## config.mk

```make
export PLATFORM = sky130hd
export DESIGN_NAME = vga_sync_rx
export DESIGN_NICKNAME = d
export VERILOG_FILES = /design/src/rtl/vga_sync_rx.sv
export SDC_FILE = /design/constraint.sdc
export NUM_CORES = 1
export LEC_CHECK = 0
export ABC_AREA = 1
export CAP_MARGIN = 20
export CORE_MARGIN = 3
export CORE_UTILIZATION = 30
export DETAILED_ROUTE_END_ITERATION = 8
export PLACE_DENSITY_LB_ADDON = 0.25
export SKIP_LAST_GASP = 1
export SYNTH_ARGS = -nofsm -noshare
export SYNTH_HDL_FRONTEND = slang
export SYNTH_SLANG_ARGS = --single-unit
```

## constraint.sdc

```tcl
create_clock -name clk -period 3.7 [get_ports clk]
set_clock_uncertainty 0.05 [all_clocks]
set_input_delay 1.11 -clock clk [delete_from_list [all_inputs] [get_ports clk]]
set_output_delay 1.11 -clock clk [all_outputs]
set_load 0.05 [all_outputs]
```

## src/rtl/vga_sync_rx.sv

```systemverilog
// VGA sync receiver: recovers pixel coordinates from HS/VS, measures line and
// frame length, and locks once the timing is stable. Define VGA_RX_CRC_EN for a per-frame CRC of the active pixels.
module vga_sync_rx #(
    parameter int H_SYNC      = 96,
    parameter int H_BP        = 48,
    parameter int H_ACT       = 640,
    parameter int H_TOTAL     = 800,
    parameter int V_SYNC      = 2,
    parameter int V_BP        = 33,
    parameter int V_ACT       = 480,
    parameter int V_TOTAL     = 525,
    parameter int LOCK_FRAMES = 2
) (
    input  logic        clk,
    input  logic        rst_n,
    input  logic        pix_ce,
    input  logic        HS,
    input  logic        VS,
    input  logic [11:0] Din,
    input  logic        err_clr,
    output logic [9:0]  col,
    output logic [8:0]  row,
    output logic        de,
    output logic [11:0] rgb,
    output logic        frame_start,
    output logic        locked,
    output logic        line_err,
    output logic        frame_err,
    output logic [9:0]  h_meas,
    output logic [9:0]  v_meas
`ifdef VGA_RX_CRC_EN
    ,
    output logic [15:0] frame_crc,
    output logic        crc_valid
`endif
);

    localparam logic [1:0]  SEARCH   = 2'd0;
    localparam logic [1:0]  TRAIN    = 2'd1;
    localparam logic [1:0]  LOCK     = 2'd2;
    localparam logic [9:0]  CNT_MAX  = 10'h3FF;
    localparam logic [9:0]  H_TOT    = 10'(H_TOTAL);
    localparam logic [9:0]  V_TOT    = 10'(V_TOTAL);
    localparam logic [10:0] H_A0     = 11'(H_SYNC + H_BP);
    localparam logic [10:0] H_A1     = 11'(H_SYNC + H_BP + H_ACT);
    localparam logic [10:0] V_A0     = 11'(V_SYNC + V_BP);
    localparam logic [10:0] V_A1     = 11'(V_SYNC + V_BP + V_ACT);
    localparam logic [7:0]  LOCK_N   = 8'(LOCK_FRAMES);

    logic       hs_d, vs_d;
    logic [9:0] h_cnt, v_cnt;
    logic [1:0] st, st_nxt;
    logic [7:0] good_cnt, good_nxt, good_inc;
    logic       bad_seen;

    logic       hs_fall, vs_fall;
    logic [9:0] h_inc, v_inc, h_nxt, v_nxt;
    logic       line_bad, frame_bad, hs_lost;
    logic       act, de_nxt, lock_now, line_ev, frame_ev;
    logic [9:0] col_nxt;
    logic [8:0] row_nxt;

    always_comb begin
        hs_fall  = hs_d & ~HS;
        vs_fall  = vs_d & ~VS;
        h_inc    = h_cnt + 10'd1;
        v_inc    = v_cnt + 10'd1;
        good_inc = good_cnt + 8'd1;

        if (hs_fall)               h_nxt = '0;
        else if (h_cnt == CNT_MAX) h_nxt = h_cnt;
        else                       h_nxt = h_inc;

        // VS fall restarts the frame even when HS falls on the same sample
        if (vs_fall)                           v_nxt = '0;
        else if (hs_fall && v_cnt != CNT_MAX)  v_nxt = v_inc;
        else                                   v_nxt = v_cnt;

        line_bad  = hs_fall && (h_inc != H_TOT);
        frame_bad = vs_fall && (v_inc != V_TOT);
        hs_lost   = (h_nxt == CNT_MAX);

        st_nxt   = st;
        good_nxt = good_cnt;
        case (st)
            SEARCH: if (vs_fall) begin
                st_nxt   = TRAIN;
                good_nxt = '0;
            end
            TRAIN: if (vs_fall) begin
                // the coincident HS fall closes the last line of the frame
                if (!frame_bad && !bad_seen && !line_bad) begin
                    good_nxt = good_inc;
                    if (good_inc >= LOCK_N) st_nxt = LOCK;
                end else begin
                    st_nxt   = SEARCH;
                    good_nxt = '0;
                end
            end
            LOCK: if (line_bad || frame_bad || hs_lost) begin
                st_nxt   = SEARCH;
                good_nxt = '0;
            end
            default: begin
                st_nxt   = SEARCH;
                good_nxt = '0;
            end
        endcase

        lock_now = (st == LOCK);
        line_ev  = lock_now && (line_bad || hs_lost);
        frame_ev = lock_now && frame_bad;

        act = ({1'b0, h_nxt} >= H_A0) && ({1'b0, h_nxt} < H_A1) &&
              ({1'b0, v_nxt} >= V_A0) && ({1'b0, v_nxt} < V_A1);
        de_nxt  = act && (st_nxt == LOCK);
        col_nxt = 10'({1'b0, h_nxt} - H_A0);
        row_nxt = 9'({1'b0, v_nxt} - V_A0);
    end

    assign locked = (st == LOCK);

    always_ff @(posedge clk or negedge rst_n) begin
        if (!rst_n) begin
            hs_d        <= 1'b1;
            vs_d        <= 1'b1;
            h_cnt       <= '0;
            v_cnt       <= '0;
            st          <= SEARCH;
            good_cnt    <= '0;
            bad_seen    <= 1'b0;
            col         <= '0;
            row         <= '0;
            de          <= 1'b0;
            rgb         <= '0;
            frame_start <= 1'b0;
            line_err    <= 1'b0;
            frame_err   <= 1'b0;
            h_meas      <= '0;
            v_meas      <= '0;
        end else begin
            frame_start <= pix_ce & vs_fall;
            if (pix_ce) begin
                hs_d     <= HS;
                vs_d     <= VS;
                h_cnt    <= h_nxt;
                v_cnt    <= v_nxt;
                st       <= st_nxt;
                good_cnt <= good_nxt;
                if (vs_fall)       bad_seen <= 1'b0;
                else if (line_bad) bad_seen <= 1'b1;
                if (hs_fall) h_meas <= h_inc;
                if (vs_fall) v_meas <= v_inc;
                // a new error beats a simultaneous clear
                line_err  <= line_ev  | (line_err  & ~err_clr);
                frame_err <= frame_ev | (frame_err & ~err_clr);
                de  <= de_nxt;
                rgb <= de_nxt ? Din : 12'd0;
                if (de_nxt) begin
                    col <= col_nxt;
                    row <= row_nxt;
                end
            end
        end
    end

`ifdef VGA_RX_CRC_EN
    // CRC-16-CCITT, 12 data bits per step, MSB first
    function automatic logic [15:0] crc_upd(input logic [15:0] c, input logic [11:0] d);
        logic [15:0] r;
        r = c;
        for (int i = 11; i >= 0; i--)
            r = {r[14:0], 1'b0} ^ ((r[15] ^ d[i]) ? 16'h1021 : 16'h0000);
        return r;
    endfunction

    logic [15:0] crc, crc_cur;
    logic        frame_ok;

    assign crc_cur = de ? crc_upd(crc, rgb) : crc;

    always_ff @(posedge clk or negedge rst_n) begin
        if (!rst_n) begin
            crc       <= 16'hFFFF;
            frame_crc <= '0;
            crc_valid <= 1'b0;
            frame_ok  <= 1'b0;
        end else begin
            crc_valid <= pix_ce & vs_fall & frame_ok & (st_nxt == LOCK);
            if (pix_ce) begin
                if (vs_fall) begin
                    frame_crc <= crc_cur;
                    crc       <= 16'hFFFF;
                    frame_ok  <= (st_nxt == LOCK);
                end else begin
                    crc <= crc_cur;
                    if (st_nxt != LOCK) frame_ok <= 1'b0;
                end
            end
        end
    end
`endif

endmodule

```

==> results of run 1 <==
registers in the layout, indices dropped and copies added (netlist names):
register / count
bad_seen: 1
col: 10
de: 1
frame_err: 1
frame_start: 1
good_cnt: 8
h_cnt: 10
h_meas: 10
hs_d: 1
line_err: 1
rgb: 12
row: 9
st: 2
v_cnt: 10
v_meas: 10
vs_d: 1
synth_stat cells (2+ instances only):
| cell type | number |
|---|---|
| xor2_1 | 10 |
| nand2_2 | 8 |
| clkbuf_1 | 9 |
| nand3_1 | 71 |
| buf_6 | 3 |
| buf_2 | 7 |
| o21ai_0 | 44 |
| a21oi_2 | 2 |
| o21bai_1 | 2 |
| nand4_1 | 11 |
| inv_2 | 6 |
| dfrtp_1 | 86 |
| nand2_1 | 244 |
| nand3_2 | 5 |
| a21oi_1 | 10 |
| nor2_2 | 6 |
| o21ai_1 | 9 |
| xnor2_1 | 5 |
| inv_1 | 59 |
| nor2_4 | 3 |
| dfstp_2 | 2 |
| buf_4 | 5 |
| ha_1 | 9 |
| nor2_1 | 31 |
worst max path at each step:
| stage | from | slack (ns) | endpoint | cells past startpoint |
|---|---|---|---|---|
| floorplan | HS | 0.75 | col[0] | 16 |
| global placement | HS | 0.19 | rgb[10] | 14 |
| detailed placement | HS | 0.08 | row[5] | 14 |
| CTS | HS | 0.44 | row[3] | 14 |
| global route | HS | 0.18 | col[4] | 14 |
| finish | HS | 0.43 | row[3] | 14 |
logic make-up (layout without fill, tap and decap cells):
kind of cell,count (synthesis),count (layout),share of synthesized area [%]
flops,88,88,45.0
xor+xnor,15,15,2.68
compound gates,70,70,7.74
buf+inv,89,181,7.84
simple gates,386,386,34.4
fa+ha+maj,9,9,2.30
power by group through the flow:
stage | Clock, µW | Combinational (µW) | Sequential, µW
final | 1120 | 783 | 1130
after global routing | 1190 | 865 | 1140
after CTS | 1160 | 787 | 1130
after detailed placement | 0 | 781 | 1150
after global placement | 0 | 784 | 1150
after floorplan | 0 | 363 | 1280
final cells by class:
| cell class | count | area [µm²] | share of cell area (%) |
|---|---|---|---|
| well taps | 216 | 270 | 4.25 |
| inverters | 65 | 244 | 3.84 |
| repair buffers | 100 | 956 | 15.0 |
| flip-flops and latches | 88 | 2200 | 34.7 |
| multi-input cells | 480 | 2310 | 36.4 |
| clock inverters | 6 | 130 | 2.05 |
| clock buffers | 10 | 239 | 3.76 |
cell usage in the layout (no fill, tap or decap):
master	synthesis	layout
nand2_2	8	8
inv_1	59	59
clkbuf_8	0	1
clkbuf_16	0	9
bufinv_16	0	4
nor2_4	3	3
nor2_2	6	6
nand3b_1	1	1
buf_4	5	26
nand3_4	1	1
nor3_1	1	1
a21oi_2	2	2
and2b_1	1	1
nand2_1	244	244
and2_1	1	1
dfstp_2	2	2
a21oi_4	1	1
o21ai_0	44	44
nand3_2	5	5
xor2_1	10	10
xnor2_1	5	5
o21ai_2	1	1
inv_2	6	6
clkinv_2	0	2
clkdlybuf4s50_1	0	72
nor3_2	1	1
or2_2	1	1
nand4_1	11	11
ha_1	9	9
buf_12	0	2
nand3_1	71	71
nor2_1	31	31
a21oi_1	10	10
dfrtp_1	86	86
o21bai_1	2	2
a31oi_1	1	1
o21ai_1	9	9
per-stage QoR:
stage                     worst slack (ns)  total power (µW)  cells  area [µm²]
after floorplan                      0.751              1640    657        4900
after global placement               0.186              1930    949        5990
after detailed placement            0.0790              1930    949        5990
after CTS                            0.435              3070    965        6350
after global routing                 0.182              3200    965        6350
final                                0.433              3040    965        6350
worst max-delay path, delay by kind of cell:
kind | cells | cell delay [ns]
buffers and inverters | 4 | 1.04
AOI/OAI and AO/OA | 3 | 0.58
and+or+nand+nor | 6 | 0.51
adders and majority gates | 1 | 0.25
per-layer routing:
| layer | vias to the layer above | global-route usage [%] | share of wire (%) |
|---|---|---|---|
| met1 | 1930 | 21.5 | 51 |
| li1 | 2259 | - | - |
| met5 | - | 0 | 0 |
| met2 | 80 | 22.2 | 43 |
| met4 | 0 | 4.97 | 1.5 |
| met3 | 11 | 3.86 | 5.0 |
==> qor.yml, run 1 <==
sta:
  worst_slew_pin_slew_ns: 0.701
  fmax_mhz: 306
  finalMaxSlewViolations: 0
  finalSetupViolCount: 0
  tns_ns: 0
  finalHoldViolCount: 0
  slew_headroom_pct: 53.1
  min_period_ns: 3.27
  fin_crit_sh_pct: 88.3
  hold_ws_ns: 0.420
  rsz0062_at_grt: "no"
setup_path:
  ff2ff_path_depth: 15
  cpMostUsedCell: "a21oi_1"
  cp_slowest_cell: "clkdlybuf4s50_1"
  max_stage_delay_ns: 0.51
  r2r_end: "row[3]"
  required_ns: 3.94
  r2r_slack_ns: 0.65
  crit_path_end_kind: "flop"
  path_class: "input pin to flop"
  path_max_fanout: 17
  critPathLaunchType: "input pin"
  crit_chain: "clkdlybuf4s50_1 -> nor2_2 -> buf_4 -> a21oi_1 -> inv_1 -> ha_1 -> a21oi_1 -> nor2_1 -> a21oi_1 -> nand2_1 -> nor2_4 -> buf_4 -> nand3_1 -> nand2_1"
  arrival_ns: 3.50
  r2r-start: "h_cnt[1]"
floorplan:
  boundaryPins: 74
  fp.coreArea_um2: 15900
  start_util_pct: 30.7
  die_w_um: 134
  rows: 46
  die_y_um: 134
  dieArea_um2: 17900
clocking:
  cts_hold_buf: 0
  clkSinkCount: 88
  path_clk_slew_ns: 0.06
  htree_levels: 3
  clk_latency_ns: 0.35
  numCtsBuffers: 9
  ctsResizeCount: 0
  clock_path_buffers: 2
  cts_tree: "built"
  cts_root_buffer: "clkbuf_16"
  cts_setup_buffers: 0
detailed_routing:
  first_pass_iters: 4
  wl_per_cell_um: 13.3
  ant_nets: 0
  drtIter0Drc: 168
  drt-total-wl_um: 12800
  vias: 4280
  drc: 0
  vias_per_cell: 4.44
flow_run:
  cap_violations: 0
power:
  internal_power_uw: 2060
  pwr-share-comb_pct: 25.8
  p_per_area_nw_per_um2: 478
  power_switching_uw: 976
  switching_share_pct: 32.2
  irDropWorstVdd_uv: 321
  seqPwrFrac_pct: 37.2
  power.leakage_uw: 0.00314
  clkPwrFrac_pct: 37.0
global_route:
  grt_pass1_vias: 4139
  grt_max_degree: 56
  grt-ovfl-total: 0
  antenna_found_initial: 0
  grt_pass1_wl_um: 21600
  grtUsageTotal_pct: 15.0
synthesis:
  synth_area_leader_cell: "dfrtp_1"
  ys_top_cells_by_area: "dfrtp_1 (44%), nand2_1 (19%), nand3_1 (7.3%)"
  syn_area_um2: 4900
  yosysWarnings: 0
  synthDistinctLibCells: 34
  avgSynthCellArea_um2: 7.46
  ys_seq_elements: 88
  syn_nets: 684
  synthCells: 657
  synth-edff-count: 0
  ys.flop_type: "dfrtp_1"
  synthArstFlopShare_pct: 100
  yosysSeqAreaShare_pct: 45.0
  synth_top_area_share_pct: 43.9
layout:
  drive_gt1_share_pct: 10.8
  final_core_util_pct: 39.9
  antenna_cells: 0
  nets: 771
  area_growth_pct: 29.7
  n_fill_cell: 1671
placed_design:
  dpl.hpwl_um: 9440
  portBuffers: 73
  gp_congestion: 0.836
worst_hold_path:
  min_path_cells: 2
  worst_hold_path_type: "flop to flop"
  hp-start: "row[8]"
  hold_end: "row[8]"
outcome:
  status: "completed"
(Power assumes the default switching activity.)
==> run 2: changes to the inputs <==
- HOLD_SLACK_MARGIN: not set -> 0.06
==> results of run 2 <==
No change in the layout: final DEF, timing and power equal those of run 1.
==> run 3: changes to the inputs <==
- CAP_MARGIN: 20 -> not set
- SETUP_SLACK_MARGIN: not set -> 0.2
==> qor.yml, run 3 (same netlist as run 1, synthesis figures left out) <==
worst_hold_path:
  hp-start: "row[8]"
  min_path_cells: 2  # unchanged
  worst_hold_path_type: "flop to flop"
  hold_end: "row[8]"
detailed_routing:
  drt-total-wl_um: 12800  # +0.17%
  first_pass_iters: 4  # unchanged
  drtIter0Drc: 195  # +16%
  ant_nets: 0  # unchanged
  vias: 4278  # -0.047%
  vias_per_cell: 4.43  # about the same
  drc: 0  # unchanged
  wl_per_cell_um: 13.3  # +0.17%
floorplan:
  fp.coreArea_um2: 15900  # unchanged
  die_w_um: 134  # unchanged
  boundaryPins: 74  # unchanged
  die_y_um: 134  # unchanged
  rows: 46  # unchanged
  start_util_pct: 30.7  # unchanged
  dieArea_um2: 17900  # unchanged
clocking:
  clk_latency_ns: 0.35  # about the same
  cts_root_buffer: "clkbuf_16"
  clkSinkCount: 88  # unchanged
  cts_tree: "built"
  cts_hold_buf: 0  # unchanged
  clock_path_buffers: 2  # unchanged
  numCtsBuffers: 9  # unchanged
  htree_levels: 3  # unchanged
  path_clk_slew_ns: 0.06  # about the same
layout:
  area_growth_pct: 29.8  # about the same
  drive_gt1_share_pct: 10.9  # +0.13 points
  layout.cells.non_filler: 965  # unchanged
  final_core_util_pct: 39.9  # about the same
  mostFrequentLayoutCells: "nand2_1 (244), dfrtp_1 (86), clkdlybuf4s50_1 (72)"
  largest_reg_flops: 12  # unchanged
  final_common_cell: "nand2_1"
  nets: 771  # unchanged
  top_register: "rgb"
  antenna_cells: 0  # unchanged
outcome:
  status: "completed"
sta:
  slew_headroom_pct: 52.9  # -0.18 points
  tns_ns: 0  # unchanged
  finalHoldViolCount: 0  # unchanged
  finalSetupViolCount: 0  # unchanged
  fin_crit_sh_pct: 85.0  # -3.3 points
  min_period_ns: 3.15  # -0.122 ns
  finalMaxSlewViolations: 0  # unchanged
  worst_slew_pin_slew_ns: 0.704  # +0.00274 ns
  rsz0062_at_grt: "no"
  fmax_mhz: 318  # +3.9%
power:
  p_per_area_nw_per_um2: 478  # about the same
  power.total_uw: 3040  # about the same
  power.leakage_uw: 0.00314  # about the same
  irDropWorstVdd_uv: 324  # +1.1%
setup_path:
  ff2ff_path_depth: 15  # unchanged
  crit_chain: "clkdlybuf4s50_1 -> nor2_2 -> nand2_2 -> o21ai_0 -> a21oi_1 -> ha_1 -> inv_1 -> nand2_1 -> o21ai_2 -> and2b_1 -> nor2_4 -> buf_4 -> nand3_1 -> nand2_1"
  arrival_ns: 3.38  # -0.12 ns
  r2r_slack_ns: 0.75  # +0.10 ns
  required_ns: 3.94  # about the same
  max_stage_delay_ns: 0.51  # about the same
  critPathLaunchType: "input pin"
  cpMostUsedCell: "nand2_1"
  path_max_fanout: 17  # unchanged
  cp.depth: 14  # unchanged
  cp_num_buf_inv: 3  # -1
  path_class: "input pin to flop"
  r2r_end: "row[3]"
  r2r-start: "h_cnt[1]"
  cp_slowest_cell: "clkdlybuf4s50_1"
  crit_path_end_kind: "flop"
  crit_family: "simple AND/OR/NAND/NOR gates"
placed_design:
  portBuffers: 73  # unchanged
  place_inst: 949  # unchanged
  gp_congestion: 0.836  # unchanged
  dpl.hpwl_um: 9440  # unchanged
global_route:
  grt_max_degree: 56  # unchanged
  grtUsageTotal_pct: 15.0  # unchanged
  grt_pass1_wl_um: 21600  # unchanged
  antenna_found_initial: 0  # unchanged
  grt_pass1_vias: 4139  # unchanged
  grt-ovfl-total: 0  # unchanged
flow_run:
  cap_violations: 0  # unchanged
==> run 3: changes by cell type in the layout (fill, tap and decap cells not counted) <==
cell     delta
a21oi_1     -1
a21oi_2     +1
==> run 3: layout make-up <==
cell class / instances / area, µm²
flip-flops and latches: 88 / 2200
multi-input cells: 480 / 2310
fillers: 1670 / 9580
well taps: 216 / 270
inverters: 65 / 244
clock buffers: 10 / 239
repair buffers: 100 / 956
clock inverters: 6 / 130
==> run 3: where the power goes <==
group          switching, µW  internal (µW)  leakage [µW]
sequential              80.4           1050       0.00119
combinational            517            266       0.00177
clock                    381            744      0.000182
==> run 3: tightest hold or removal path, stage by stage, from the launching register on <==
cell and delay [ns]:
dfrtp_1 0.34, nand2_1 0.05, nand2_1 0.05
==> run 3: worst max-delay path by stage <==
stage	start	endpoint	slack [ns]
floorplan	HS	col[0]	0.75
global placement	HS	rgb[10]	0.19
detailed placement	HS	row[5]	0.08
CTS	HS	row[3]	0.44
global route	HS	col[4]	0.31
finish	HS	row[3]	0.56
==> run 3: timing repair <==
item | in CTS | in global routing
gates resized for setup | 0 | 1
setup buffers | 0 | 0
setup endpoints to repair | 0 | 3
==> run 3: metal layers <==
layer / GRT usage (%) / vias up / part of all wire [%]
li1: - / 2264 / -
met1: 21.5 / 1925 / 51
met2: 22.2 / 77 / 43
met3: 3.86 / 12 / 4.8
met4: 4.97 / 0 / 1.7
met5: 0 / - / 0
==> run 3: through the flow <==
step	worst slack [ns]	instance area, µm²	hold WS, ns
2_1_floorplan	0.751	4900	0.421
3_3_place_gp	0.186	5990	0.413
3_5_place_dp	0.0790	5990	0.411
4_1_cts	0.435	6350	0.426
5_1_grt	0.310	6360	0.448
6_report	0.555	6360	0.420
